File: config.mk
export PLATFORM = sky130hd
export DESIGN_NAME = axi_1x2_addr_demux_flat
export DESIGN_NICKNAME = d
export VERILOG_FILES = /design/src/rtl/axi_1x2_addr_demux_if.sv /design/src/rtl/axi_1x2_addr_demux.sv /design/src/flat_wrapper.sv
export SDC_FILE = /design/constraint.sdc
export NUM_CORES = 1
export LEC_CHECK = 0
export BUFFER_PORTS_ARGS = -buffer_cell sky130_fd_sc_hd__buf_2
export CAP_MARGIN = 20
export CORE_AREA = 2 2 185 187
export CTS_BUF_LIST = sky130_fd_sc_hd__clkbuf_16
export DETAILED_ROUTE_END_ITERATION = 7
export DIE_AREA = 0 0 187 189
export SLEW_MARGIN = 30
export SYNTH_ARGS = -nofsm -noshare
export SYNTH_HDL_FRONTEND = slang
export SYNTH_SLANG_ARGS = --single-unit
export TNS_END_PERCENT = 50
File: constraint.sdc
create_clock -name aclk -period 1.22 [get_ports aclk]
set_input_delay 0.183 -clock aclk [delete_from_list [all_inputs] [get_ports aclk]]
set_output_delay 0.183 -clock aclk [all_outputs]
set_load 0.005 [all_outputs]
File: src/rtl/axi_1x2_addr_demux_if.sv
// Bundle of one AXI-lite-burst port (AR/R/AW/W/B) used for the upstream master and both slaves.
// master drives requests; slave drives responses.
interface axi_1x2_addr_demux_if;
  logic [31:0] araddr;
  logic [3:0]  arlen;
  logic [2:0]  arsize;
  logic        arvalid;
  logic        arready;
  logic [31:0] rdata;
  logic        rlast;
  logic        rvalid;
  logic        rready;
  logic [31:0] awaddr;
  logic [3:0]  awlen;
  logic [2:0]  awsize;
  logic        awvalid;
  logic        awready;
  logic [31:0] wdata;
  logic [3:0]  wstrb;
  logic        wlast;
  logic        wvalid;
  logic        wready;
  logic        bvalid;
  logic        bready;

  modport master (
    output araddr, arlen, arsize, arvalid, rready,
    output awaddr, awlen, awsize, awvalid, wdata, wstrb, wlast, wvalid, bready,
    input  arready, rdata, rlast, rvalid, awready, wready, bvalid
  );

  modport slave (
    input  araddr, arlen, arsize, arvalid, rready,
    input  awaddr, awlen, awsize, awvalid, wdata, wstrb, wlast, wvalid, bready,
    output arready, rdata, rlast, rvalid, awready, wready, bvalid
  );
endinterface

File: src/rtl/axi_1x2_addr_demux.sv
// 1:2 address-decoded demux (MEM / CONF) with independent read and write routing FSMs.
// Optional decode-error responder enabled by defining DEMUX_DECERR_EN.
module axi_1x2_addr_demux #(
  parameter logic [31:0] CONF_BASE = 32'h1faf_0000,
  parameter logic [31:0] CONF_MASK = 32'hffff_0000
`ifdef DEMUX_DECERR_EN
  ,
  parameter logic [31:0] ERR_DATA  = 32'hdead_beef,
  parameter logic [31:0] MEM_BASE  = 32'h0000_0000,
  parameter logic [31:0] MEM_MASK  = 32'he000_0000
`endif
) (
  input  logic                    aclk,
  input  logic                    aresetn,
  axi_1x2_addr_demux_if.slave     up,
  axi_1x2_addr_demux_if.master    mem,
  axi_1x2_addr_demux_if.master    conf
);

`ifdef DEMUX_DECERR_EN
  typedef enum logic [1:0] {R_IDLE, R_BUSY, R_ERR} r_state_t;
  typedef enum logic [1:0] {W_IDLE, W_DATA, W_RESP, W_ERR_DATA} w_state_t;
`else
  typedef enum logic {R_IDLE, R_BUSY} r_state_t;
  typedef enum logic [1:0] {W_IDLE, W_DATA, W_RESP} w_state_t;
`endif

  r_state_t r_state_reg, r_state_next;
  w_state_t w_state_reg, w_state_next;
  logic     rsel_reg, rsel_next;   // 1 = CONF, 0 = MEM
  logic     wsel_reg, wsel_next;

  logic ar_conf, aw_conf;
  assign ar_conf = ((up.araddr & CONF_MASK) == (CONF_BASE & CONF_MASK));
  assign aw_conf = ((up.awaddr & CONF_MASK) == (CONF_BASE & CONF_MASK));

`ifdef DEMUX_DECERR_EN
  logic       ar_mem, aw_mem;
  logic [3:0] rcnt_reg, rcnt_next;
  logic [3:0] rlen_reg, rlen_next;
  logic       werr_reg, werr_next;
  assign ar_mem = ((up.araddr & MEM_MASK) == (MEM_BASE & MEM_MASK));
  assign aw_mem = ((up.awaddr & MEM_MASK) == (MEM_BASE & MEM_MASK));
`endif

  // Payloads fan out to both slaves; only valid/ready are steered.
  assign mem.araddr  = up.araddr;   assign conf.araddr  = up.araddr;
  assign mem.arlen   = up.arlen;    assign conf.arlen   = up.arlen;
  assign mem.arsize  = up.arsize;   assign conf.arsize  = up.arsize;
  assign mem.awaddr  = up.awaddr;   assign conf.awaddr  = up.awaddr;
  assign mem.awlen   = up.awlen;    assign conf.awlen   = up.awlen;
  assign mem.awsize  = up.awsize;   assign conf.awsize  = up.awsize;
  assign mem.wdata   = up.wdata;    assign conf.wdata   = up.wdata;
  assign mem.wstrb   = up.wstrb;    assign conf.wstrb   = up.wstrb;
  assign mem.wlast   = up.wlast;    assign conf.wlast   = up.wlast;

  always_ff @(posedge aclk or negedge aresetn) begin
    if (!aresetn) begin
      r_state_reg <= R_IDLE;
      w_state_reg <= W_IDLE;
      rsel_reg    <= 1'b0;
      wsel_reg    <= 1'b0;
`ifdef DEMUX_DECERR_EN
      rcnt_reg    <= 4'd0;
      rlen_reg    <= 4'd0;
      werr_reg    <= 1'b0;
`endif
    end else begin
      r_state_reg <= r_state_next;
      w_state_reg <= w_state_next;
      rsel_reg    <= rsel_next;
      wsel_reg    <= wsel_next;
`ifdef DEMUX_DECERR_EN
      rcnt_reg    <= rcnt_next;
      rlen_reg    <= rlen_next;
      werr_reg    <= werr_next;
`endif
    end
  end

  // Read path
  logic        ar_rdy, r_valid, r_last;
  logic [31:0] r_data;
  always_comb begin
    r_state_next = r_state_reg;
    rsel_next    = rsel_reg;
    ar_rdy       = 1'b0;
    r_valid      = 1'b0;
    r_last       = 1'b0;
    r_data       = 32'd0;
    mem.arvalid  = 1'b0;
    conf.arvalid = 1'b0;
    mem.rready   = 1'b0;
    conf.rready  = 1'b0;
`ifdef DEMUX_DECERR_EN
    rcnt_next    = rcnt_reg;
    rlen_next    = rlen_reg;
`endif
    case (r_state_reg)
      R_IDLE: begin
        if (ar_conf) begin
          conf.arvalid = up.arvalid;
          ar_rdy       = conf.arready;
        end
`ifdef DEMUX_DECERR_EN
        else if (!ar_mem) begin
          ar_rdy = 1'b1;
        end
`endif
        else begin
          mem.arvalid = up.arvalid;
          ar_rdy      = mem.arready;
        end
        if (up.arvalid && ar_rdy) begin
          rsel_next    = ar_conf;
          r_state_next = R_BUSY;
`ifdef DEMUX_DECERR_EN
          if (!ar_conf && !ar_mem) begin
            r_state_next = R_ERR;
            rcnt_next    = 4'd0;
            rlen_next    = up.arlen;
          end
`endif
        end
      end
      R_BUSY: begin
        if (rsel_reg) begin
          r_valid     = conf.rvalid;
          r_last      = conf.rlast;
          r_data      = conf.rdata;
          conf.rready = up.rready;
        end else begin
          r_valid     = mem.rvalid;
          r_last      = mem.rlast;
          r_data      = mem.rdata;
          mem.rready  = up.rready;
        end
        if (r_valid && up.rready && r_last)
          r_state_next = R_IDLE;
      end
`ifdef DEMUX_DECERR_EN
      R_ERR: begin
        r_valid = 1'b1;
        r_data  = ERR_DATA;
        r_last  = (rcnt_reg == rlen_reg);
        if (up.rready) begin
          rcnt_next = rcnt_reg + 4'd1;
          if (r_last)
            r_state_next = R_IDLE;
        end
      end
`endif
      default: r_state_next = R_IDLE;
    endcase
    up.arready = ar_rdy;
    up.rvalid  = r_valid;
    up.rlast   = r_last;
    up.rdata   = r_data;
    if (!aresetn) begin
      up.arready   = 1'b0;
      up.rvalid    = 1'b0;
      up.rlast     = 1'b0;
      up.rdata     = 32'd0;
      mem.arvalid  = 1'b0;
      conf.arvalid = 1'b0;
      mem.rready   = 1'b0;
      conf.rready  = 1'b0;
    end
  end

  // Write path
  logic aw_rdy, w_rdy, b_val;
  always_comb begin
    w_state_next = w_state_reg;
    wsel_next    = wsel_reg;
    aw_rdy       = 1'b0;
    w_rdy        = 1'b0;
    b_val        = 1'b0;
    mem.awvalid  = 1'b0;
    conf.awvalid = 1'b0;
    mem.wvalid   = 1'b0;
    conf.wvalid  = 1'b0;
    mem.bready   = 1'b0;
    conf.bready  = 1'b0;
`ifdef DEMUX_DECERR_EN
    werr_next    = werr_reg;
`endif
    case (w_state_reg)
      W_IDLE: begin
        if (aw_conf) begin
          conf.awvalid = up.awvalid;
          aw_rdy       = conf.awready;
        end
`ifdef DEMUX_DECERR_EN
        else if (!aw_mem) begin
          aw_rdy = 1'b1;
        end
`endif
        else begin
          mem.awvalid = up.awvalid;
          aw_rdy      = mem.awready;
        end
        if (up.awvalid && aw_rdy) begin
          wsel_next    = aw_conf;
          w_state_next = W_DATA;
`ifdef DEMUX_DECERR_EN
          werr_next = !aw_conf && !aw_mem;
          if (!aw_conf && !aw_mem)
            w_state_next = W_ERR_DATA;
`endif
        end
      end
      W_DATA: begin
        if (wsel_reg) begin
          conf.wvalid = up.wvalid;
          w_rdy       = conf.wready;
        end else begin
          mem.wvalid  = up.wvalid;
          w_rdy       = mem.wready;
        end
        if (up.wvalid && w_rdy && up.wlast)
          w_state_next = W_RESP;
      end
`ifdef DEMUX_DECERR_EN
      W_ERR_DATA: begin
        w_rdy = 1'b1;
        if (up.wvalid && up.wlast)
          w_state_next = W_RESP;
      end
`endif
      W_RESP: begin
`ifdef DEMUX_DECERR_EN
        if (werr_reg)
          b_val = 1'b1;
        else
`endif
        if (wsel_reg) begin
          b_val       = conf.bvalid;
          conf.bready = up.bready;
        end else begin
          b_val       = mem.bvalid;
          mem.bready  = up.bready;
        end
        if (b_val && up.bready)
          w_state_next = W_IDLE;
      end
      default: w_state_next = W_IDLE;
    endcase
    up.awready = aw_rdy;
    up.wready  = w_rdy;
    up.bvalid  = b_val;
    if (!aresetn) begin
      up.awready   = 1'b0;
      up.wready    = 1'b0;
      up.bvalid    = 1'b0;
      mem.awvalid  = 1'b0;
      conf.awvalid = 1'b0;
      mem.wvalid   = 1'b0;
      conf.wvalid  = 1'b0;
      mem.bready   = 1'b0;
      conf.bready  = 1'b0;
    end
  end

endmodule

File: src/flat_wrapper.sv
// flat-port wrapper written by rule: the top's interface ports become plain ports
module axi_1x2_addr_demux_flat 
#(
  parameter logic [31:0] CONF_BASE = 32'h1faf_0000,
  parameter logic [31:0] CONF_MASK = 32'hffff_0000

)
  (aclk, aresetn, up_araddr, up_arlen, up_arsize, up_arvalid, up_rready, up_awaddr, up_awlen, up_awsize, up_awvalid, up_wdata, up_wstrb, up_wlast, up_wvalid, up_bready, up_arready, up_rdata, up_rlast, up_rvalid, up_awready, up_wready, up_bvalid, mem_araddr, mem_arlen, mem_arsize, mem_arvalid, mem_rready, mem_awaddr, mem_awlen, mem_awsize, mem_awvalid, mem_wdata, mem_wstrb, mem_wlast, mem_wvalid, mem_bready, mem_arready, mem_rdata, mem_rlast, mem_rvalid, mem_awready, mem_wready, mem_bvalid, conf_araddr, conf_arlen, conf_arsize, conf_arvalid, conf_rready, conf_awaddr, conf_awlen, conf_awsize, conf_awvalid, conf_wdata, conf_wstrb, conf_wlast, conf_wvalid, conf_bready, conf_arready, conf_rdata, conf_rlast, conf_rvalid, conf_awready, conf_wready, conf_bvalid);
  axi_1x2_addr_demux_if up_i ();
  axi_1x2_addr_demux_if mem_i ();
  axi_1x2_addr_demux_if conf_i ();
  input  logic aclk;
  input  logic aresetn;
  input wire logic [$bits(up_i.araddr)-1:0] up_araddr;
  input wire logic [$bits(up_i.arlen)-1:0] up_arlen;
  input wire logic [$bits(up_i.arsize)-1:0] up_arsize;
  input wire logic [$bits(up_i.arvalid)-1:0] up_arvalid;
  input wire logic [$bits(up_i.rready)-1:0] up_rready;
  input wire logic [$bits(up_i.awaddr)-1:0] up_awaddr;
  input wire logic [$bits(up_i.awlen)-1:0] up_awlen;
  input wire logic [$bits(up_i.awsize)-1:0] up_awsize;
  input wire logic [$bits(up_i.awvalid)-1:0] up_awvalid;
  input wire logic [$bits(up_i.wdata)-1:0] up_wdata;
  input wire logic [$bits(up_i.wstrb)-1:0] up_wstrb;
  input wire logic [$bits(up_i.wlast)-1:0] up_wlast;
  input wire logic [$bits(up_i.wvalid)-1:0] up_wvalid;
  input wire logic [$bits(up_i.bready)-1:0] up_bready;
  output wire logic [$bits(up_i.arready)-1:0] up_arready;
  output wire logic [$bits(up_i.rdata)-1:0] up_rdata;
  output wire logic [$bits(up_i.rlast)-1:0] up_rlast;
  output wire logic [$bits(up_i.rvalid)-1:0] up_rvalid;
  output wire logic [$bits(up_i.awready)-1:0] up_awready;
  output wire logic [$bits(up_i.wready)-1:0] up_wready;
  output wire logic [$bits(up_i.bvalid)-1:0] up_bvalid;
  output wire logic [$bits(mem_i.araddr)-1:0] mem_araddr;
  output wire logic [$bits(mem_i.arlen)-1:0] mem_arlen;
  output wire logic [$bits(mem_i.arsize)-1:0] mem_arsize;
  output wire logic [$bits(mem_i.arvalid)-1:0] mem_arvalid;
  output wire logic [$bits(mem_i.rready)-1:0] mem_rready;
  output wire logic [$bits(mem_i.awaddr)-1:0] mem_awaddr;
  output wire logic [$bits(mem_i.awlen)-1:0] mem_awlen;
  output wire logic [$bits(mem_i.awsize)-1:0] mem_awsize;
  output wire logic [$bits(mem_i.awvalid)-1:0] mem_awvalid;
  output wire logic [$bits(mem_i.wdata)-1:0] mem_wdata;
  output wire logic [$bits(mem_i.wstrb)-1:0] mem_wstrb;
  output wire logic [$bits(mem_i.wlast)-1:0] mem_wlast;
  output wire logic [$bits(mem_i.wvalid)-1:0] mem_wvalid;
  output wire logic [$bits(mem_i.bready)-1:0] mem_bready;
  input wire logic [$bits(mem_i.arready)-1:0] mem_arready;
  input wire logic [$bits(mem_i.rdata)-1:0] mem_rdata;
  input wire logic [$bits(mem_i.rlast)-1:0] mem_rlast;
  input wire logic [$bits(mem_i.rvalid)-1:0] mem_rvalid;
  input wire logic [$bits(mem_i.awready)-1:0] mem_awready;
  input wire logic [$bits(mem_i.wready)-1:0] mem_wready;
  input wire logic [$bits(mem_i.bvalid)-1:0] mem_bvalid;
  output wire logic [$bits(conf_i.araddr)-1:0] conf_araddr;
  output wire logic [$bits(conf_i.arlen)-1:0] conf_arlen;
  output wire logic [$bits(conf_i.arsize)-1:0] conf_arsize;
  output wire logic [$bits(conf_i.arvalid)-1:0] conf_arvalid;
  output wire logic [$bits(conf_i.rready)-1:0] conf_rready;
  output wire logic [$bits(conf_i.awaddr)-1:0] conf_awaddr;
  output wire logic [$bits(conf_i.awlen)-1:0] conf_awlen;
  output wire logic [$bits(conf_i.awsize)-1:0] conf_awsize;
  output wire logic [$bits(conf_i.awvalid)-1:0] conf_awvalid;
  output wire logic [$bits(conf_i.wdata)-1:0] conf_wdata;
  output wire logic [$bits(conf_i.wstrb)-1:0] conf_wstrb;
  output wire logic [$bits(conf_i.wlast)-1:0] conf_wlast;
  output wire logic [$bits(conf_i.wvalid)-1:0] conf_wvalid;
  output wire logic [$bits(conf_i.bready)-1:0] conf_bready;
  input wire logic [$bits(conf_i.arready)-1:0] conf_arready;
  input wire logic [$bits(conf_i.rdata)-1:0] conf_rdata;
  input wire logic [$bits(conf_i.rlast)-1:0] conf_rlast;
  input wire logic [$bits(conf_i.rvalid)-1:0] conf_rvalid;
  input wire logic [$bits(conf_i.awready)-1:0] conf_awready;
  input wire logic [$bits(conf_i.wready)-1:0] conf_wready;
  input wire logic [$bits(conf_i.bvalid)-1:0] conf_bvalid;
  assign up_i.araddr = up_araddr;
  assign up_i.arlen = up_arlen;
  assign up_i.arsize = up_arsize;
  assign up_i.arvalid = up_arvalid;
  assign up_i.rready = up_rready;
  assign up_i.awaddr = up_awaddr;
  assign up_i.awlen = up_awlen;
  assign up_i.awsize = up_awsize;
  assign up_i.awvalid = up_awvalid;
  assign up_i.wdata = up_wdata;
  assign up_i.wstrb = up_wstrb;
  assign up_i.wlast = up_wlast;
  assign up_i.wvalid = up_wvalid;
  assign up_i.bready = up_bready;
  assign up_arready = up_i.arready;
  assign up_rdata = up_i.rdata;
  assign up_rlast = up_i.rlast;
  assign up_rvalid = up_i.rvalid;
  assign up_awready = up_i.awready;
  assign up_wready = up_i.wready;
  assign up_bvalid = up_i.bvalid;
  assign mem_araddr = mem_i.araddr;
  assign mem_arlen = mem_i.arlen;
  assign mem_arsize = mem_i.arsize;
  assign mem_arvalid = mem_i.arvalid;
  assign mem_rready = mem_i.rready;
  assign mem_awaddr = mem_i.awaddr;
  assign mem_awlen = mem_i.awlen;
  assign mem_awsize = mem_i.awsize;
  assign mem_awvalid = mem_i.awvalid;
  assign mem_wdata = mem_i.wdata;
  assign mem_wstrb = mem_i.wstrb;
  assign mem_wlast = mem_i.wlast;
  assign mem_wvalid = mem_i.wvalid;
  assign mem_bready = mem_i.bready;
  assign mem_i.arready = mem_arready;
  assign mem_i.rdata = mem_rdata;
  assign mem_i.rlast = mem_rlast;
  assign mem_i.rvalid = mem_rvalid;
  assign mem_i.awready = mem_awready;
  assign mem_i.wready = mem_wready;
  assign mem_i.bvalid = mem_bvalid;
  assign conf_araddr = conf_i.araddr;
  assign conf_arlen = conf_i.arlen;
  assign conf_arsize = conf_i.arsize;
  assign conf_arvalid = conf_i.arvalid;
  assign conf_rready = conf_i.rready;
  assign conf_awaddr = conf_i.awaddr;
  assign conf_awlen = conf_i.awlen;
  assign conf_awsize = conf_i.awsize;
  assign conf_awvalid = conf_i.awvalid;
  assign conf_wdata = conf_i.wdata;
  assign conf_wstrb = conf_i.wstrb;
  assign conf_wlast = conf_i.wlast;
  assign conf_wvalid = conf_i.wvalid;
  assign conf_bready = conf_i.bready;
  assign conf_i.arready = conf_arready;
  assign conf_i.rdata = conf_rdata;
  assign conf_i.rlast = conf_rlast;
  assign conf_i.rvalid = conf_rvalid;
  assign conf_i.awready = conf_awready;
  assign conf_i.wready = conf_wready;
  assign conf_i.bvalid = conf_bvalid;
  axi_1x2_addr_demux #(.CONF_BASE(CONF_BASE), .CONF_MASK(CONF_MASK)) u_core (.aclk(aclk), .aresetn(aresetn), .up(up_i), .mem(mem_i), .conf(conf_i));
endmodule
[After elaboration in Yosys (flattened, before gate mapping)]
Index checks and enable logic that the tools add are counted.
Storage, ports and cells
  register bits: 5
  bits in latches: 0
  RAM bits: 0
  memory bits (read-only): 0
  output and inout bits: 278
  word-level logic and storage cells: 87
  memories kept: 0
Cells by class
  add/subtract/negate cells: 0
  $mul: 0
  divide/modulo/power cells: 0
  order comparisons: 0
  equality and inequality tests: 7
  shift operators: 0
  mux-type cells: 64
  bitwise gates (word level): 1
  reductions and logical operators: 11
Operator list (number)
  two-way mux 32 bit: 3
  two-way mux 1 bit: 56
  == test 16 x 13 -> 1 bit, second input constant: 2
  logical AND 1 bit: 7
  two-way mux 2 bit: 3
  inequality test 2 x 1 -> 1 bit, second input constant: 3
  one-hot mux 2 bit (3 select lines): 1
  AND reduction 2 bit: 2
  AND reduction 3 bit: 1
  == test 2 x 1 -> 1 bit, second input constant: 1
  == test 2 bit, second input constant: 1
  logical NOT 2 bit: 1
  one-hot mux 1 bit (2 select lines): 1
  NOT 1 bit: 1

[Depth between registers and ports, before layout]
Gate-level depths: netlist (run 1).
  depth in word-level cells: 6
  gate-level depth with buffers: 6
  gate-level depth less buffers: 4

[Worst setup path after synthesis (run 1)]
Ideal clock, no wire load.
  path type: in2out
  start: input port up_awaddr[31]
  end: output port up_awready
  arrival time: 1.098 ns
  data required time: 1.037 ns
  path slack: -0.061 ns
  stages: 4
  path buffers: 0
  cells stage by stage: nand4bb_4 nor4_4 mux2i_1 nor4b_2
On the way
  word-level cells in the longest chain between the ends: 5
RTL lines
  start: declaration: line flat_wrapper.sv:19  | input wire logic [$bits(up_i.awaddr)-1:0] up_awaddr;
  == test 16 x 13 -> 1 bit: line axi_1x2_addr_demux.sv:35  | assign aw_conf = ((up.awaddr & CONF_MASK) == (CONF_BASE & CONF_MASK));
  two-way mux 1 bit: line axi_1x2_addr_demux.sv:190  | if (aw_conf) begin
  two-way mux 1 bit (2 in series): line axi_1x2_addr_demux.sv:188  | case (w_state_reg)
  two-way mux 1 bit: line axi_1x2_addr_demux.sv:252  | if (!aresetn) begin
  end: declaration: line flat_wrapper.sv:32  | output wire logic [$bits(up_i.awready)-1:0] up_awready;
No other way between the ends. The select of a mux whose other input is x is not followed.

[Final worst setup path (run 1)]
  start: input port up_araddr[22]
  end: output port up_arready
On the way
  word-level cells in the longest chain between the ends: 5
RTL lines
  start: declaration: line flat_wrapper.sv:14  | input wire logic [$bits(up_i.araddr)-1:0] up_araddr;
  == test 16 x 13 -> 1 bit: line axi_1x2_addr_demux.sv:34  | assign ar_conf = ((up.araddr & CONF_MASK) == (CONF_BASE & CONF_MASK));
  two-way mux 1 bit: line axi_1x2_addr_demux.sv:101  | if (ar_conf) begin
  two-way mux 1 bit (2 in series): line axi_1x2_addr_demux.sv:99  | case (r_state_reg)
  two-way mux 1 bit: line axi_1x2_addr_demux.sv:159  | if (!aresetn) begin
  end: declaration: line flat_wrapper.sv:28  | output wire logic [$bits(up_i.arready)-1:0] up_arready;
No other way between the ends. The select of a mux whose other input is x is not followed.

==> metrics.txt, run 1 <==
result of the run complete, but fails checks; violations in the final reports setup timing; Placed Instance Area 3090 µm²; Port Buffers 229; met1 Usage GRT 4.86%; largest net degree at the start of global routing 19; Post-synth EDFFs 0; most used standard cells in the synthesized netlist sky130_fd_sc_hd__buf_4, sky130_fd_sc_hd__nor2_1, sky130_fd_sc_hd__mux2i_1, sky130_fd_sc_hd__nand2_1, sky130_fd_sc_hd__clkbuf_1; fraction of final layout cells sized beyond drive strength 1 75.6%; combined flip-flop and latch cell area 129 µm²; clock sink count 5; core region area 33300 µm²; average cell area after synthesis 7.50 µm²; mean number of vias per cell 2.76; number of flip-flops under the largest register name 2; post-synthesis sequential area ratio 4.47%; clock network fraction of design power 26.5%; post-synthesis compound-gate area fraction 1.74%; Achievable Freq 622 MHz; clk root buf sky130_fd_sc_hd__clkbuf_16; num rows 67; vias in the first global route 2323; Max Slew Vio Count 0; Total Routed Length 11.0 mm; Post-DP HPWL 8.78 mm; fill cell instance count of the final layout 3856; setup repair after global routing missed its margin yes; Synth Area in Simple Gates 16.4%; CTS Buffer Depth 2; Inserted Clock Buffers 3; GR Layer Usage met2 8.79%; Synth-to-Final Area Change 29.2%; H-Tree Level Count 1; most frequently used cell type in the post-synthesis netlist sky130_fd_sc_hd__buf_4; Post-Route Hold Slack 0.253 ns; overall power of the completed layout 2030 µW; area of the multi-input gates 1070 µm²; Starting Density 8.41%; reported max-cap violation count 0; post-route design area 3620 µm²; setup skew after layout 0.000185 ns; worst endpoint data arrival time 1.43 ns; worst min-delay path class in2reg; clock tree from TritonCTS built; vertical die dimension 189 µm; Worst setup EP type output port; critical path's top delay family simple AND/OR/NAND/NOR gates; power density of the placed cells 562 nW/µm²; first-pass GRT wire length 13.8 mm; grt met3 use 2.50%; worst slew margin relative to its limit 80.4%; area fraction of the dominant cell type after synthesis 61.7%; fin crit share 132%; worst endpoint required time 1.04 ns; critical register-to-register path endpoint u_core.r_state_reg$_DFF_PN0_; NetSw 706 µW; ranking of synthesized cells by area sky130_fd_sc_hd__buf_4, sky130_fd_sc_hd__mux2i_1, sky130_fd_sc_hd__nor2_1, sky130_fd_sc_hd__dfrtp_1, sky130_fd_sc_hd__nor4_4; sink of the worst hold path u_core.wsel_reg$_DFFE_PN0P_; I/O pin cnt 476; combinational family with the most area after synthesis buffers and inverters; cell taking the most area after synthesis sky130_fd_sc_hd__buf_4; slowest stage delay, CP 0.33 ns; Mapped Nets 571; multiplexer fraction of the synthesized cell area 13.6%; cell depth of the worst min-delay path 3; total via count in the routed design 2391; final worst path period need 1.61 ns; Final Wtd Congestion 0.731; area of the die 35300 µm²; Yosys reg bits 5; async set or reset register ratio after synthesis 100%; internal power 1330 µW; buffering stage count on the worst path with inverters included 3; worst flop-to-flop path startpoint u_core.rsel_reg$_DFFE_PN0P_; GRT busiest layer met2; final routed DRC violation total 0; total negative setup slack -12.91 ns; launch point of the worst hold path conf_awready; final setup violation count 50; Reg2Reg Setup Slack -0.16 ns; post-CTS clock slew at the launch and capture registers of the worst setup and hold paths 0.03 ns; Crit Path Category in2out; initial antenna violation count 3; number of instances in the synthesized netlist 373; CP max stage cell sky130_fd_sc_hd__nor4_4; number of warnings reported in the yosys synthesis log 0; die span in x 187 µm; Critical Path Source Type input port; IR Drop Worst-Case VDD 0.354 mV; Initial DRT Pass Iterations 4; leakage power figure 0.00172 µW; part of the power in combinational logic 61.6%; total congestion overflow 0; GRT Util Overall 5.18%; post-synthesis xor/xnor area fraction 0%; cells traversed along the worst timing path buf_6 -> nand4bb_4 -> nor4_4 -> mux2i_1 -> buf_4 -> nor3b_2 -> buf_2; later-pin clock latency in the skew report 0.23 ns; Reg power frac 11.9%; library cells used by synthesis 27; detailed-route wire length per cell 12.7 µm; number of DRC violations after detailed-routing iteration 0 54; nets@finish 617; Tightest Pin Transition 0.292 ns; setup slack after layout -0.389 ns; number of cells on the worst reg-to-reg path 7; leading register cell type out of synthesis sky130_fd_sc_hd__dfrtp_1; post-synthesis instance area 2800 µm²; net switching share of the total power 34.8%; Final Hold Fails 0; adder-cell area share of the yosys netlist 0%; crit path max fanout 3; Detail Route Antenna Nets 0
metal layers:
metal,up-vias,routed length (µm)
li1,1053,-
met1,1015,3650
met2,253,5210
met3,66,1470
met4,4,575
met5,-,102
timing repair:
action / in CTS / in global routing
setup endpoints to repair: 49 / 51
resized for setup: 33 / 25
pin swaps: 4 / 6
hold buffers: 2 / 0
gates cloned: 0 / 3
endpoints found under the hold margin: 5 / 0
setup buffers: 6 / 6
worst reg2reg max path: stages, from the launching register on:
cell	delay (ns)
sky130_fd_sc_hd__dfrtp_2	0.40
sky130_fd_sc_hd__buf_6	0.13
sky130_fd_sc_hd__buf_12	0.12
sky130_fd_sc_hd__clkbuf_16	0.16
sky130_fd_sc_hd__o21ai_2	0.13
sky130_fd_sc_hd__buf_4	0.12
sky130_fd_sc_hd__nand2_1	0.07
sky130_fd_sc_hd__o2bb2ai_1	0.13
metrics by stage:
step           setup slack (ns)  utilization, %  cells
2_1_floorplan           -0.0614               -    373
3_3_place_gp             -0.462            9.28    847
3_5_place_dp             -0.500            9.28    847
4_1_cts                  -0.415            10.1    859
5_1_grt                  -0.475            10.9    867
6_report                 -0.389            10.9    867
worst max-delay path by stage:
stage | startpoint | endpoint | slack [ns] | depth (start not counted)
final | up_araddr[22] | up_arready | -0.39 | 7
after global routing | up_araddr[22] | up_arready | -0.48 | 7
after CTS | up_araddr[20] | up_arready | -0.42 | 7
after detailed placement | up_araddr[22] | up_arready | -0.50 | 7
after global placement | up_araddr[22] | up_arready | -0.46 | 7
after floorplan | up_awaddr[31] | up_awready | -0.06 | 4
cell families (layout without fill, tap and decap cells):
logic type,Yosys count,count (layout)
flops,5,5
compound gates,9,9
other cells,0,1
buf+inv,244,289
simple gates,77,77
mux,38,38
final cells by class:
class / instances / share of cell area, %
Antenna cell: 1 / 0.0692
Clock buffer: 3 / 2.08
Clock inverter: 1 / 0.104
Inverter: 4 / 0.415
Multi-Input combinational cell: 124 / 29.6
Sequential cell: 5 / 3.56
Tap cell: 448 / 15.5
Timing Repair Buffer: 281 / 48.7
cells in the final DEF (no fill, tap or decap), types with 2 or more instances in the layout:
master | netlist | routed
sky130_fd_sc_hd__nand4b_1 | 2 | 2
sky130_fd_sc_hd__nand2_4 | 0 | 2
sky130_fd_sc_hd__inv_1 | 4 | 5
sky130_fd_sc_hd__a21oi_1 | 4 | 4
sky130_fd_sc_hd__nor4_4 | 2 | 2
sky130_fd_sc_hd__buf_2 | 4 | 220
sky130_fd_sc_hd__mux2i_1 | 37 | 30
sky130_fd_sc_hd__dfrtp_1 | 5 | 2
sky130_fd_sc_hd__nor3b_2 | 0 | 3
sky130_fd_sc_hd__buf_6 | 0 | 20
sky130_fd_sc_hd__buf_4 | 230 | 30
sky130_fd_sc_hd__dlygate4sd3_1 | 0 | 2
sky130_fd_sc_hd__clkbuf_16 | 0 | 6
sky130_fd_sc_hd__nand3_2 | 0 | 2
sky130_fd_sc_hd__mux2i_4 | 0 | 2
sky130_fd_sc_hd__nor2b_4 | 0 | 2
sky130_fd_sc_hd__and3_4 | 0 | 3
sky130_fd_sc_hd__buf_12 | 0 | 5
sky130_fd_sc_hd__nand4bb_4 | 1 | 4
sky130_fd_sc_hd__o21ai_1 | 0 | 2
sky130_fd_sc_hd__nand4_1 | 2 | 2
sky130_fd_sc_hd__dfrtp_2 | 0 | 3
sky130_fd_sc_hd__nand2_1 | 9 | 7
sky130_fd_sc_hd__nor2_1 | 42 | 40
sky130_fd_sc_hd__mux2i_2 | 0 | 5
power by group through the flow:
stage	Clock (µW)	Sequential (µW)	Combinational (µW)
2_1_floorplan	0	239	922
4_1_cts	550	240	1210
6_report	539	242	1250
3_3_place_gp	0	225	1100
3_5_place_dp	0	229	1110
5_1_grt	562	246	1370
No activity file was read; power rests on OpenSTA's default activity.
==> run 2, diff against run 1 <==
SKIP_CTS_REPAIR_TIMING = 1   (was not set)
TNS_END_PERCENT = not set   (was 50)
==> run 2 against run 1 <==
Against the previous run:
- the flow still finishes with violations (setup timing)
- clock skew grew 0.0017 ns
- core utilization is 0.33 points lower
- combinational power is 10% lower
- non-clock buffer count stayed put
- critical path depth is the same
- count of clock-buffer cells in the layout is the same
- flip-flop and latch count is the same
- global-route usage is essentially flat
- die area stayed put
- largest cell class unchanged
- largest power group unchanged
==> metrics.txt, run 2 (synthesized netlist as in run 1, its figures left out) <==
result of the run complete, but fails checks; violations in the final reports setup timing; final worst path period need 1.73 ns (+0.122 ns); number of flip-flops under the largest register name 2 (unchanged); largest net degree at the start of global routing 18 (-1); worst min-delay path class in2reg; vias in the first global route 2102 (-9.5%); number of standard cells in the final layout excluding fillers 866 (-0.12%); CTS Buffer Depth 2 (unchanged); critical path's top delay family simple AND/OR/NAND/NOR gates; leakage power figure 0.00168 µW (-2.2%); fin crit share 142% (+10 points); Post-Route Hold Slack 0.240 ns (-0.0128 ns); GRT Util Overall 5.21% (+0.035 points); total negative setup slack -12.20 ns (+0.710 ns); cells traversed along the worst timing path buf_6 -> nand4b_1 -> nor4_4 -> mux2i_2 -> buf_4 -> nor3b_2 -> buf_2; Worst setup EP type output port; area of the die 35300 µm² (unchanged); Tightest Pin Transition 0.344 ns (+0.0525 ns); I/O pin cnt 476 (unchanged); Starting Density 8.41% (unchanged); area of the multi-input gates 996 µm² (-6.8%); commonest cells after routing, fill and taps aside sky130_fd_sc_hd__buf_2, sky130_fd_sc_hd__nor2_1, sky130_fd_sc_hd__buf_4, sky130_fd_sc_hd__mux2i_1, sky130_fd_sc_hd__buf_6; later-pin clock latency in the skew report 0.23 ns (about the same); post-CTS clock slew at the launch and capture registers of the worst setup and hold paths 0.04 ns (about the same); Achievable Freq 578 MHz (-7.0%); post-route design area 3500 µm² (-3.1%); power density of the placed cells 556 nW/µm² (-1.1%); Crit Path Category in2out; final routed DRC violation total 0 (unchanged); setup repair after global routing missed its margin yes; Final Wtd Congestion 0.727 (-0.44%); total via count in the routed design 2374 (-0.71%); detailed-route wire length per cell 12.6 µm (-0.76%); setup skew after layout 0.00185 ns (+0.00166 ns); Post-DP HPWL 9.11 mm (+3.7%); slowest stage delay, CP 0.39 ns (+0.06 ns); core region area 33300 µm² (unchanged); worst endpoint required time 1.04 ns (about the same); buffering stage count on the worst path with inverters included 3 (unchanged); setup slack after layout -0.510 ns (-0.122 ns); IR Drop Worst-Case VDD 0.429 mV (+21%); vertical die dimension 189 µm (unchanged); Port Buffers 229 (unchanged); Total Routed Length 10.9 mm (-0.87%); CP max stage cell sky130_fd_sc_hd__nor4_4; reported max-cap violation count 0 (unchanged); Inserted Clock Buffers 3 (unchanged); mean number of vias per cell 2.74 (-0.60%); combined flip-flop and latch cell area 129 µm² (unchanged); number of placed instances, taps included 846 (-0.12%); num rows 67 (unchanged); number of DRC violations after detailed-routing iteration 0 37 (-31%); first-pass GRT wire length 13.7 mm (-0.90%); Initial DRT Pass Iterations 4 (unchanged); Max Slew Vio Count 0 (unchanged); worst slew margin relative to its limit 76.8% (-3.7 points); total congestion overflow 0 (unchanged); most common library cell in the layout ignoring fill and taps sky130_fd_sc_hd__buf_2; H-Tree Level Count 1 (unchanged); die span in x 187 µm (unchanged); Synth-to-Final Area Change 25.2%; initial antenna violation count 0 (-3); clk root buf sky130_fd_sc_hd__clkbuf_16; clock sink count 5 (unchanged); Placed Instance Area 3090 µm² (+0.16%); fill cell instance count of the final layout 3870 (+0.36%); antenna diode count 0 (-1); nets@finish 617 (unchanged); Detail Route Antenna Nets 0 (unchanged); clock tree from TritonCTS built; fraction of final layout cells sized beyond drive strength 1 74.6% (-0.96 points); Final Hold Fails 0 (unchanged); final design utilization 10.5% (-0.33 points); final setup violation count 49 (-2.0%); worst endpoint data arrival time 1.55 ns (+0.12 ns); crit path max fanout 3 (unchanged); Critical Path Source Type input port
[run 2: cell types whose count changed in the layout (fill, tap and decap cells not counted), moves of 2 or more]
cell                        change
sky130_fd_sc_hd__inv_1          -2
sky130_fd_sc_hd__buf_2          +4
sky130_fd_sc_hd__o21ai_0        +2
sky130_fd_sc_hd__nand4bb_4      -2
sky130_fd_sc_hd__nand2_4        -2
sky130_fd_sc_hd__nand2_2        +2
sky130_fd_sc_hd__buf_4          +3
sky130_fd_sc_hd__mux2i_1        +2
sky130_fd_sc_hd__nor2_2         +2
sky130_fd_sc_hd__buf_6          -8
sky130_fd_sc_hd__nand4bb_1      +2
[run 2: metal layers]
metal | vias to the layer above | routed length (µm) | part of all wire [%] | GRT usage, %
met4 | 0 | 540 | 4.9 | 3.27
li1 | 1055 | - | - | -
met2 | 260 | 5110 | 47 | 8.52
met1 | 996 | 3740 | 34 | 5.21
met5 | - | 0 | 0 | 0
met3 | 63 | 1530 | 14 | 2.82
[run 2: area by class of cell]
cell class                 count  area share (%)
timing repair buffer         281            49.2
multi-input combinational    124            28.4
tap                          448            16.0
sequential                     5            3.68
clock buffer                   3            2.14
inverter                       4           0.428
clock inverter                 1           0.143
[run 2: worst min-delay path, cell delays in order]
cell	delay, ns
sky130_fd_sc_hd__buf_2	0.11
sky130_fd_sc_hd__a21oi_1	0.06
sky130_fd_sc_hd__nor2_1	0.07
[run 2: power breakdown]
| part | internal [µW] | switching, µW |
|---|---|---|
| registers | 204 | 70.9 |
| logic | 619 | 497 |
| clock network | 430 | 127 |
| total | 1250 | 695 |
[run 2: final timing paths]
path                                         startpoint                                 to  slack (ns)  cells after the start
min in group asynchronous                       aresetn        u_core.rsel_reg$_DFFE_PN0P_        0.46                      3
min                                        conf_awready        u_core.wsel_reg$_DFFE_PN0P_        0.24                      3
max reg2reg                 u_core.rsel_reg$_DFFE_PN0P_       u_core.r_state_reg$_DFF_PN0_       -0.07                      6
max in group asynchronous                       aresetn  u_core.w_state_reg[0]$_DFFE_PN0P_        0.49                      3
min reg2reg                u_core.r_state_reg$_DFF_PN0_       u_core.r_state_reg$_DFF_PN0_        0.59                      1
max                                       up_araddr[30]                         up_arready       -0.51                      7
[run 2: metrics by stage]
step           total power (µW)  worst slack, ns
4_1_cts                    1880           -0.663
6_report                   1950           -0.510
5_1_grt                    2090           -0.645
3_3_place_gp               1290           -0.632
2_1_floorplan              1160          -0.0614
3_5_place_dp               1310           -0.650
==> run 3, diff against run 2 <==
CTS_BUF_LIST = sky130_fd_sc_hd__clkbuf_8   (was sky130_fd_sc_hd__clkbuf_16)
==> run 3 against run 2 <==
Against the previous run:
- via count fell by 0.17%
- cell area increased by 0.18%
- cell count is 0.12% higher
- clock power decreased by 44%
- largest cell class unchanged
- the flow still finishes with violations (setup timing)
- non-clock buffer count is 1 higher
- routed wire length is 0.44% lower
- flip-flop and latch count is the same
- critical path depth unchanged
- worst hold slack improved by 0.0075 ns
- clock skew down 0.0013 ns
==> metrics.txt, run 3 (synthesized netlist as in run 1, its figures left out) <==
Initial DRT Pass Iterations 4 (unchanged); Achievable Freq 578 MHz (about the same); total via count in the routed design 2370 (-0.17%); num rows 67 (unchanged); fin crit share 142% (about the same); Placed Instance Area 3090 µm² (unchanged); GRT Util Overall 5.17% (-0.043 points); net switching share of the total power 38.9% (+3.2 points); violations in the final reports setup timing; NetSw 669 µW (-3.8%); Critical Path Source Type input port; core region area 33300 µm² (unchanged); crit path max fanout 3 (unchanged); grt met3 use 2.82% (unchanged); Worst setup EP type output port; CP max stage cell sky130_fd_sc_hd__nor4_4; Detail Route Antenna Nets 0 (unchanged); final worst path period need 1.73 ns (+0.000696 ns); worst min-delay path class in2reg; initial antenna violation count 0 (unchanged); post-CTS clock slew at the launch and capture registers of the worst setup and hold paths 0.04 ns (about the same); CTS Buffer Depth 2 (unchanged); Starting Density 8.41% (unchanged); reported max-cap violation count 0 (unchanged); die span in x 187 µm (unchanged); setup repair after global routing missed its margin yes; slowest stage delay, CP 0.39 ns (about the same); GR Layer Usage met2 8.52% (unchanged); Max Slew Vio Count 0 (unchanged); Total Routed Length 10.9 mm (-0.44%); fraction of final layout cells sized beyond drive strength 1 75.2% (+0.54 points); combined flip-flop and latch cell area 130 µm² (+0.97%); IR Drop Worst-Case VDD 0.316 mV (-26%); Inserted Clock Buffers 3 (unchanged); fill cell instance count of the final layout 3863 (-0.18%); number of placed instances, taps included 846 (unchanged); I/O pin cnt 476 (unchanged); setup skew after layout 0.000592 ns (-0.00126 ns); worst slew margin relative to its limit 80.6% (+3.9 points); largest net degree at the start of global routing 18 (unchanged); detailed-route wire length per cell 12.5 µm (-0.55%); final routed DRC violation total 0 (unchanged); H-Tree Level Count 1 (unchanged); post-route design area 3510 µm² (+0.18%); clk root buf sky130_fd_sc_hd__clkbuf_8; power density of the placed cells 490 nW/µm² (-12%); mean number of vias per cell 2.73 (-0.28%); critical path's top delay family simple AND/OR/NAND/NOR gates; vertical die dimension 189 µm (unchanged); setup slack after layout -0.511 ns (-0.000696 ns); vias in the first global route 2099 (-0.14%); worst endpoint required time 1.04 ns (about the same); area of the die 35300 µm² (unchanged); worst endpoint data arrival time 1.55 ns (about the same); result of the run complete, but fails checks; internal power 1050 µW (-16%); clock network fraction of design power 18.2% (-10 points); Tightest Pin Transition 0.289 ns (-0.0554 ns); part of the power in combinational logic 65.7% (+8.4 points); Synth-to-Final Area Change 25.4%; Post-DP HPWL 9.11 mm (unchanged); clock sink count 5 (unchanged); commonest cells after routing, fill and taps aside sky130_fd_sc_hd__buf_2, sky130_fd_sc_hd__nor2_1, sky130_fd_sc_hd__buf_4, sky130_fd_sc_hd__mux2i_1, sky130_fd_sc_hd__buf_6; most common library cell in the layout ignoring fill and taps sky130_fd_sc_hd__buf_2; Final Hold Fails 0 (unchanged); later-pin clock latency in the skew report 0.22 ns (about the same); GRT busiest layer met2; nets@finish 618 (+0.16%); number of DRC violations after detailed-routing iteration 0 39 (+5.4%); Crit Path Category in2out; first-pass GRT wire length 13.6 mm (-0.41%); leakage power figure 0.00167 µW (-0.37%); cells traversed along the worst timing path buf_6 -> nand4b_1 -> nor4_4 -> mux2i_2 -> buf_4 -> nor3b_2 -> buf_2; antenna diode count 0 (unchanged); Final Wtd Congestion 0.727 (unchanged); area of the multi-input gates 1020 µm² (+2.8%); number of flip-flops under the largest register name 2 (unchanged); final setup violation count 49 (unchanged); met1 Usage GRT 5.18% (-0.022 points); clock tree from TritonCTS built; Port Buffers 229 (unchanged); buffering stage count on the worst path with inverters included 3 (unchanged); number of standard cells in the final layout excluding fillers 867 (+0.12%); total congestion overflow 0 (unchanged); Reg power frac 16.1% (+2.0 points)
[run 3: final cells by class]
cell class / instances / share of cell area (%)
repair buffers: 282 / 49.4
inverters: 4 / 0.428
well taps: 448 / 16.0
flip-flops and latches: 5 / 3.71
clock inverters: 1 / 0.143
clock buffers: 3 / 1.18
multi-input cells: 124 / 29.2
[run 3: metal layers]
layer  routed length (µm)  share of wire [%]  vias to the layer above
met5                    0                  0                        -
met4                  517                4.8                        0
met3                 1560                 14                       63
met2                 5100                 47                      260
met1                 3690                 34                      990
li1                     -                  -                     1057
[run 3: power groups by stage]
stage | clock, µW | sequential [µW] | combinational (µW)
floorplan | 0 | 239 | 922
global placement | 0 | 249 | 1040
detailed placement | 0 | 251 | 1060
CTS | 321 | 250 | 1060
global route | 330 | 284 | 1240
finish | 313 | 276 | 1130
[run 3: final timing paths]
path,start,end,slack (ns),depth (start not counted)
worst max-delay path,up_araddr[30],up_arready,-0.51,7
worst min-delay path,conf_awready,u_core.wsel_reg$_DFFE_PN0P_,0.25,3
worst max register to register,u_core.rsel_reg$_DFFE_PN0P_,u_core.r_state_reg$_DFF_PN0_,-0.08,6
worst min register to register,u_core.r_state_reg$_DFF_PN0_,u_core.r_state_reg$_DFF_PN0_,0.56,1
max in group asynchronous,aresetn,u_core.w_state_reg[0]$_DFFE_PN0P_,0.47,3
min in group asynchronous,aresetn,u_core.rsel_reg$_DFFE_PN0P_,0.49,3
[run 3: per-stage QoR]
step           total power, µW  util, %  worst slack [ns]  setup TNS, ns  hold slack (ns)
2_1_floorplan             1160        -           -0.0614         -0.115           -0.113
3_3_place_gp              1290     9.30            -0.632          -3.63            0.135
6_report                  1720     10.5            -0.511         -11.70            0.247
3_5_place_dp              1310     9.30            -0.650          -3.80            0.139
4_1_cts                   1630     9.44            -0.663         -12.91          -0.0946
5_1_grt                   1850     10.5            -0.634         -15.56            0.274
[run 3: worst reg2reg max path, stage by stage (launching register included)]
cell and delay (ns):
sky130_fd_sc_hd__dfrtp_2 0.45, sky130_fd_sc_hd__buf_6 0.14, sky130_fd_sc_hd__clkbuf_16 0.15, sky130_fd_sc_hd__o21ai_1 0.13
sky130_fd_sc_hd__buf_4 0.13, sky130_fd_sc_hd__nand2_1 0.06, sky130_fd_sc_hd__o2bb2ai_1 0.12
